===== config.mk =====
export PLATFORM = sky130hd
export DESIGN_NAME = ssd_mux
export DESIGN_NICKNAME = d
export VERILOG_FILES = /design/src/rtl/ssd_pkg.sv /design/src/rtl/ssd_hex_decode.sv /design/src/rtl/ssd_mux.sv
export SDC_FILE = /design/constraint.sdc
export NUM_CORES = 1
export LEC_CHECK = 0
export ABC_AREA = 1
export CORE_UTILIZATION = 62
export DETAILED_ROUTE_END_ITERATION = 16
export GPL_TIMING_DRIVEN = 1
export PLACE_DENSITY = 0.91
export SYNTH_ARGS = -nofsm -noshare
export SYNTH_HDL_FRONTEND = slang
export SYNTH_SLANG_ARGS = --single-unit

===== constraint.sdc =====
create_clock -name clk -period 3.5 [get_ports clk]
set_input_delay 0.7 -clock clk [delete_from_list [all_inputs] [get_ports clk]]
set_output_delay 0.7 -clock clk [all_outputs]
set_load 0.03 [all_outputs]

===== src/rtl/ssd_pkg.sv =====
// Shared constants for the multiplexed seven-segment driver: glyph table,
// blank pattern, digit limit and prescaler width helper.
package ssd_pkg;

    typedef logic [6:0] seg_t;

    localparam seg_t SEG_OFF    = 7'h7F;
    localparam int   MAX_DIGITS = 8;

    // Active-low {g,f,e,d,c,b,a} hex glyphs, indexed by nibble value
    localparam seg_t GLYPH [16] = '{
        7'h40, 7'h79, 7'h24, 7'h30,
        7'h19, 7'h12, 7'h02, 7'h78,
        7'h00, 7'h10, 7'h08, 7'h03,
        7'h46, 7'h21, 7'h06, 7'h0E
    };

    function automatic int cnt_width(input int refresh_div);
        return (refresh_div > 1) ? $clog2(refresh_div) : 1;
    endfunction

endpackage


===== src/rtl/ssd_hex_decode.sv =====
// Combinational nibble to active-low seven-segment lookup.
module ssd_hex_decode
    import ssd_pkg::*;
(
    input  logic [3:0] nibble,
    output seg_t       seg
);

    assign seg = GLYPH[nibble];

endmodule


===== src/rtl/ssd_mux.sv =====
// Multiplexed seven-segment scanner with frame-aligned data swap and guard
// interval. Define SSD_LZB_EN to compile in leading-zero blanking.
module ssd_mux
    import ssd_pkg::*;
#(
    parameter int NUM_DIGITS   = 4,       // legal 1..MAX_DIGITS
    parameter int REFRESH_DIV  = 100000,  // must exceed GUARD_CYCLES
    parameter int GUARD_CYCLES = 2
) (
    input  logic                    clk,
    input  logic                    rst_n,
    input  logic [4*NUM_DIGITS-1:0] value,
    input  logic [NUM_DIGITS-1:0]   blank_mask,
    input  logic                    load,
    output logic [NUM_DIGITS-1:0]   an,
    output logic [6:0]              seg,
    output logic                    frame_start
);

    localparam int CNT_W  = cnt_width(REFRESH_DIV);
    localparam int IDX_W  = (NUM_DIGITS > 1) ? $clog2(NUM_DIGITS) : 1;
    localparam int DATA_W = 5 * NUM_DIGITS;

    logic [CNT_W-1:0]        cnt;
    logic [IDX_W-1:0]        idx;
    logic                    tick;
    logic                    wrap;

    // Data words are packed {value, blank_mask}
    logic [DATA_W-1:0]       pending;
    logic                    pend_flag;
    logic [DATA_W-1:0]       shadow;
    logic [4*NUM_DIGITS-1:0] shadow_value;
    logic [NUM_DIGITS-1:0]   shadow_mask;
    logic [NUM_DIGITS-1:0]   blank_vec;

    logic [3:0]              cur_nibble;
    seg_t                    dec_seg;
    logic [NUM_DIGITS-1:0]   onehot;
    logic                    lit;

    assign tick = (cnt == CNT_W'(REFRESH_DIV - 1));
    assign wrap = tick && (idx == IDX_W'(NUM_DIGITS - 1));

    always_ff @(posedge clk) begin
        if (!rst_n) begin
            cnt <= '0;
            idx <= '0;
        end else begin
            cnt <= tick ? '0 : cnt + CNT_W'(1);
            if (tick) begin
                idx <= wrap ? '0 : idx + IDX_W'(1);
            end
        end
    end

    // load is a one-cycle strobe with no back-pressure: every cycle it is
    // high is a capture. On the wrap cycle it bypasses pending entirely.
    always_ff @(posedge clk) begin
        if (!rst_n) begin
            pending   <= '0;
            pend_flag <= 1'b0;
            shadow    <= '0;
        end else if (wrap) begin
            if (load) begin
                shadow <= {value, blank_mask};
            end else if (pend_flag) begin
                shadow <= pending;
            end
            pend_flag <= 1'b0;
        end else if (load) begin
            pending   <= {value, blank_mask};
            pend_flag <= 1'b1;
        end
    end

    assign shadow_value = shadow[DATA_W-1:NUM_DIGITS];
    assign shadow_mask  = shadow[NUM_DIGITS-1:0];

`ifdef SSD_LZB_EN
    logic [NUM_DIGITS-1:0] lz_blank;

    // Digit i>0 goes dark when it and every digit above it are zero
    always_comb begin
        lz_blank = '0;
        for (int i = 1; i < NUM_DIGITS; i++) begin
            lz_blank[i] = ((shadow_value >> (4 * i)) == '0);
        end
    end

    assign blank_vec = shadow_mask | lz_blank;
`else
    assign blank_vec = shadow_mask;
`endif

    assign cur_nibble = shadow_value[{idx, 2'b00} +: 4];
    assign onehot     = NUM_DIGITS'(1) << idx;
    assign lit        = (cnt >= CNT_W'(GUARD_CYCLES)) && !blank_vec[idx];

    ssd_hex_decode u_decode (
        .nibble (cur_nibble),
        .seg    (dec_seg)
    );

    always_ff @(posedge clk) begin
        if (!rst_n) begin
            an          <= '1;
            seg         <= SEG_OFF;
            frame_start <= 1'b0;
        end else begin
            frame_start <= wrap;
            if (lit) begin
                an  <= ~onehot;
                seg <= dec_seg;
            end else begin
                an  <= '1;
                seg <= SEG_OFF;
            end
        end
    end

endmodule

# --- Word level (Yosys, flattened, before mapping) ---
# Memories as Yosys holds them, arrays and structs flattened. A register that Yosys moved wholly into a read port is not among the register bits.
# Index checks and enable logic that the tools add are counted.
# W data, S select, Z words.
word_totals:
  mem_count: 1
  wordCells: 35
  rom_bits: 112
  register_bits: 65
  in_bits: 23
  out_inout_bits: 12
op_classes:
  mux: 5
  order_cmp: 2
  shift: 2
  reduce_logical: 10
  eq_ne: 2
  n_addsub: 2
  n_bitwise: 4
mem_list:
  columns: ["memory", "words", "word_bits", "read_ports", "rd_clocked_by_memory_dff", "write_ports", "line", "rtl"]
  rows:
  - ["(name not given)", 16, 7, 1, 1, 0, "ssd_hex_decode.sv:9", "assign seg = GLYPH[nibble];"]
op_table:
  columns: ["operator", "n"]
  rows:
  - ["$mux W20", 2]
  - ["$add A17 B1 Y17 const B", 1]
  - ["$eq A17 B17 Y1 const B", 1]
  - ["$ge A17 B2 Y1 const B", 1]
  - ["$shiftx A16 B5 Y4", 1]
  - ["$reduce_and A2 Y1", 3]
  - ["$not A4 Y5", 1]
  - ["$not A4 Y4", 1]
  - ["$reduce_or A2 Y1", 2]
  - ["$shl A1 B2 Y4 const A", 1]
  - ["$lt A2 B3 Y1 const B", 1]
  - ["$add A2 B1 Y2 const B", 1]
  - ["$bmux W1 S2", 1]
  - ["$eq A2 B2 Y1 const B", 1]
  - ["$logic_and A1 B1 Y1", 2]
  - ["$logic_not A1 Y1", 2]
  - ["$mux W2", 1]
  - ["$not A1 Y1", 2]
  - ["$reduce_bool A2 Y1", 1]
  - ["$mux W1", 1]

# --- Depth between registers and ports, before layout ---
depth:
  depth_word: 6
  mapped_depth: 11

# --- Cells and area by module ---
# A second synthesis with hierarchy kept.
unflattened:
  cells_unflattened: 504
  hier_area_um2: 3713.6
modules_own_cells:
  columns: ["module", "n_inst", "area_per_inst_um2", "cells_per_inst"]
  rows:
  - ["ssd_mux", 1, 3439.5, 455]
  - ["ssd_hex_decode", 1, 274.0, 49]

# --- Worst setup path after synthesis ---
# No wires, ideal clock.
synth_timing:
  path_kind: "flip-flop to flip-flop"
  from: "reg idx[0]"
  to: "reg seg[5]"
  required_time_ns: 3.375
  t_arrival_ns: 1.549
  setup_time_ns: 0.125
  path_slack_ns: 1.827
  stages_incl_launch_ff: 12
  cell_sequence: "dfxtp_1 buf_2 buf_2 a21oi_1 o21ai_0 nand2_1 inv_1 ha_1 nand2_1 o21ai_0 nand2_1 nand3_1"
synth_via:
  elab_chain_cells: 6
  word_cells_on_any_way: 8
  cone_classes: "shift (1); mux (2); bitwise (1); reduce/logical (4)"
synth_rtl:
  columns: ["item", "line", "rtl"]
  rows:
  - ["start: declaration", "ssd_mux.sv:25", "logic [IDX_W-1:0] idx;"]
  - ["start signal: assignment", "ssd_mux.sv:52", "idx <= wrap ? '0 : idx + IDX_W'(1);"]
  - ["$bmux W1 S2", "ssd_mux.sv:98", "assign lit = (cnt >= CNT_W'(GUARD_CYCLES)) && !blank_vec[idx];"]
  - ["$mux W1 (implied by the code)", "ssd_mux.sv:98", null]
  - ["$logic_not A1 Y1", "ssd_mux.sv:98", null]
  - ["$logic_and A1 B1 Y1", "ssd_mux.sv:98", null]
  - ["$reduce_and A2 Y1 (no line)", null, null]
  - ["$logic_not A1 Y1 (no line)", null, null]
  - ["end: declaration", "ssd_mux.sv:16", "output logic [6:0] seg,"]
# Several ways; a longest one is shown, not always the timed one. The select of a mux whose other input is x is not followed.
# A chain may end at the register's enable or synchronous reset.

# --- Worst setup path in the final report ---
layout_timing:
  from: "reg idx[0]"
  to: "reg pending[8]"
layout_via:
  elab_chain_cells: 4
layout_rtl:
  columns: ["item", "line", "rtl"]
  rows:
  - ["$eq A2 B2 Y1", "ssd_mux.sv:43", "assign wrap = tick && (idx == IDX_W'(NUM_DIGITS - 1));"]
  - ["$logic_and A1 B1 Y1", "ssd_mux.sv:43", null]
  - ["$not A1 Y1 (no line)", null, null]
  - ["$reduce_and A2 Y1 (no line)", null, null]
  - ["end signal: assignment", "ssd_mux.sv:72", "pending <= {value, blank_mask};"]
  - ["end: declaration", "ssd_mux.sv:30", "logic [DATA_W-1:0] pending;"]
# No other way between the ends.

==> results.ini <==
[run_status]
outcome=finished, final reports clean

[timing]
fin_crit_sh_pct=74.9
setup_viol=0
rsz0062_at_grt=no
period_needed_ns=2.62
finalMaxSlewViolations=0
fin_ws_ns=0.879
hold_viol=0
skew_ns=0.00868
fin_tns_setup_ns=0
tightestPinTransition_ns=0.997
relSlewSlack_pct=33.4
fmax_ghz=0.381

[floorplanning]
die-area_um2=6450
start_util_pct=64.2
die_y_um=80.3
floorplan.rows=28
ios=35
core_area_um2=5920
dieWidth_um=80.3

[layout]
layout-drive-gt1-share_pct=5.80
syn_to_final_growth_pct=14.7
finish.instance_area_um2=4360
antenna_cells=0
finish.net_count=616

[detailed_routing]
ant_nets=0
num_vias=3461
routed_via_density=5.24
drtIter0Drc=203
routed_wl_um=7710
firstDrtPassIters=4
avgRoutedWirePerCell_um=11.7
drc=0

[yosys]
netlist_instances=559
synth_area_um2=3800
yosys_warnings=0
synth.yosys.seq_area_share_pct=37.9
avgSynthCellArea_um2=6.80
ys_seq_elements=72
synth_fp_nets=594
synth.distinct_cells=29

[cts]
clkSinkCount=72
cts_tree=yes
clk_pin_slew_ns=0.07
post_cts_resized=0
clock_path_buffers=2
cts_buffers=9
ctsRootBufferMaster=clkbuf_8
post-cts-setup-buffers=0
htree_levels=3
clk_latency_ns=0.35
ctsHoldBuffers=0

[global_routing]
grt_max_degree=61
grt.total_usage_pct=26.0
grt_pass1_vias=3089
grt-ovfl-total=0
grt_pass1_wl_um=13200
grt_antenna_before_repair=0

[setup_path]
critPathLaunchType=flop
crit_fanout=42
crit_type=reg -> reg
critPathLaunch=idx[0]
worstPathCellList=ha_1, buf_4, nand4_2, a21oi_1, nor2_1
cp-end-kind=flop
cp_slowest_stage_delay_ns=0.80
r2r-start=idx[0]
crit_slowest_cell=nand4_2
critPathRequiredTime_ns=3.73
critPathArrivalTime_ns=2.86

[placement]
hpwlAfterDp_um=5360
pre_cts_slack_ns=0.922
port-buffer-count=34
gp_congestion=0.909
place_area_um2=4130

[power]
power_leakage_nw=1.97
peakVddDrop_v=0.000268
finalPower_mw=1.82
powerDensity_nw_per_um2=417

[hold_path]
min-delay-start=cnt[0]
hold_class=reg -> reg

[job]
drv_cap=0

[flip-flops by register name (all words and copies together), names as in the netlist]
name	cells
pending	20
shadow	20
cnt	17
seg	7
an	4
idx	2
frame_start	1
pend_flag	1
[synthesized netlist by cell type]
cell type  instances  share of area (%)
nor2_1            72                7.1
nand3_2            2               0.53
nand2_2            2               0.33
nor2_2             2               0.33
buf_4              1               0.20
buf_6              2               0.59
dfxtp_1           72                 38
buf_1              4               0.39
buf_2             14                1.8
nand4_1           24                3.9
or2_2              1               0.16
xnor2_1            2               0.46
o21ai_0           10                1.3
xor2_1             4               0.92
nor3_2             1               0.26
nand4_2            1               0.33
or2_0              1               0.16
inv_2              4               0.39
a21oi_1           36                4.7
inv_1             82                8.1
nor3_1             5               0.66
clkbuf_1           7               0.69
o211ai_1           1               0.20
nor4_1             1               0.16
nand2_1          126                 12
ha_1              12                3.9
nand3b_1           1               0.20
mux2i_1           20                5.3
nand3_1           49                6.4
[metal layers]
| layer | part of all wire [%] | up-vias | routed length, um | track usage [%] |
|---|---|---|---|---|
| li1 | - | 1803 | - | - |
| met1 | 47 | 1561 | 3600 | 31.6 |
| met2 | 48 | 84 | 3700 | 45.0 |
| met3 | 3.8 | 13 | 295 | 4.32 |
| met4 | 1.5 | 0 | 114 | 11.8 |
| met5 | 0 | - | 0 | 0 |
[worst max-delay path, delay by kind of cell (launching register included)]
family / cells / cell delay [ns]
AO/OA/AOI/OAI: 1 / 0.42
adder cells (fa/ha/maj): 1 / 0.25
buffers and inverters: 1 / 0.26
flip-flops: 1 / 0.69
AND/OR/NAND/NOR: 2 / 0.87
[final timing paths]
kind / end / slack (ns) / cells past startpoint
hold reg to reg: cnt[0] / 0.47 / 1
setup / recovery: pending[8] / 0.88 / 5
hold / removal: cnt[0] / 0.47 / 1
setup reg to reg: pending[8] / 0.88 / 5
[logic make-up after synthesis]
group / Yosys count / synth area share [%]
AND/OR/NAND/NOR: 288 / 33.1
buffers and inverters: 114 / 12.2
flip-flops: 72 / 37.9
AO/OA/AOI/OAI: 47 / 6.25
multiplexers: 20 / 5.26
adder cells (fa/ha/maj): 12 / 3.95
XOR/XNOR: 6 / 1.38
[cells in the final DEF (no fill, tap or decap), types with 5 or more instances in the layout]
cell	count
o21ai_0	10
nand2_1	126
dfxtp_1	72
nand4_1	24
nand3_1	49
ha_1	12
nor3_1	5
mux2i_1	20
nor2_1	72
clkdlybuf4s50_1	33
clkbuf_8	9
buf_4	5
inv_1	82
a21oi_1	36
[metrics by stage]
stage	cells	utilization, %	hold WS, ns
after floorplan	559	-	0.430
after global placement	645	69.7	0.445
after detailed placement	645	69.7	0.455
after CTS	661	73.7	0.473
after global routing	661	73.7	0.502
final	661	73.7	0.474
[cell type report]
class / instances / area [um^2]
multi-input combinational: 373 / 1900
fill: 472 / 1560
sequential: 72 / 1440
timing repair buffer: 39 / 373
inverter: 86 / 323
clock buffer: 10 / 128
clock inverter: 6 / 108
tap: 75 / 93.8
[power by group]
part	internal [mW]	switching [mW]	total (mW)
sequential	0.848	0.0138	0.862
clock	0.471	0.312	0.783
combinational	0.0780	0.0954	0.173
No activity file was read; power rests on OpenSTA's default activity.
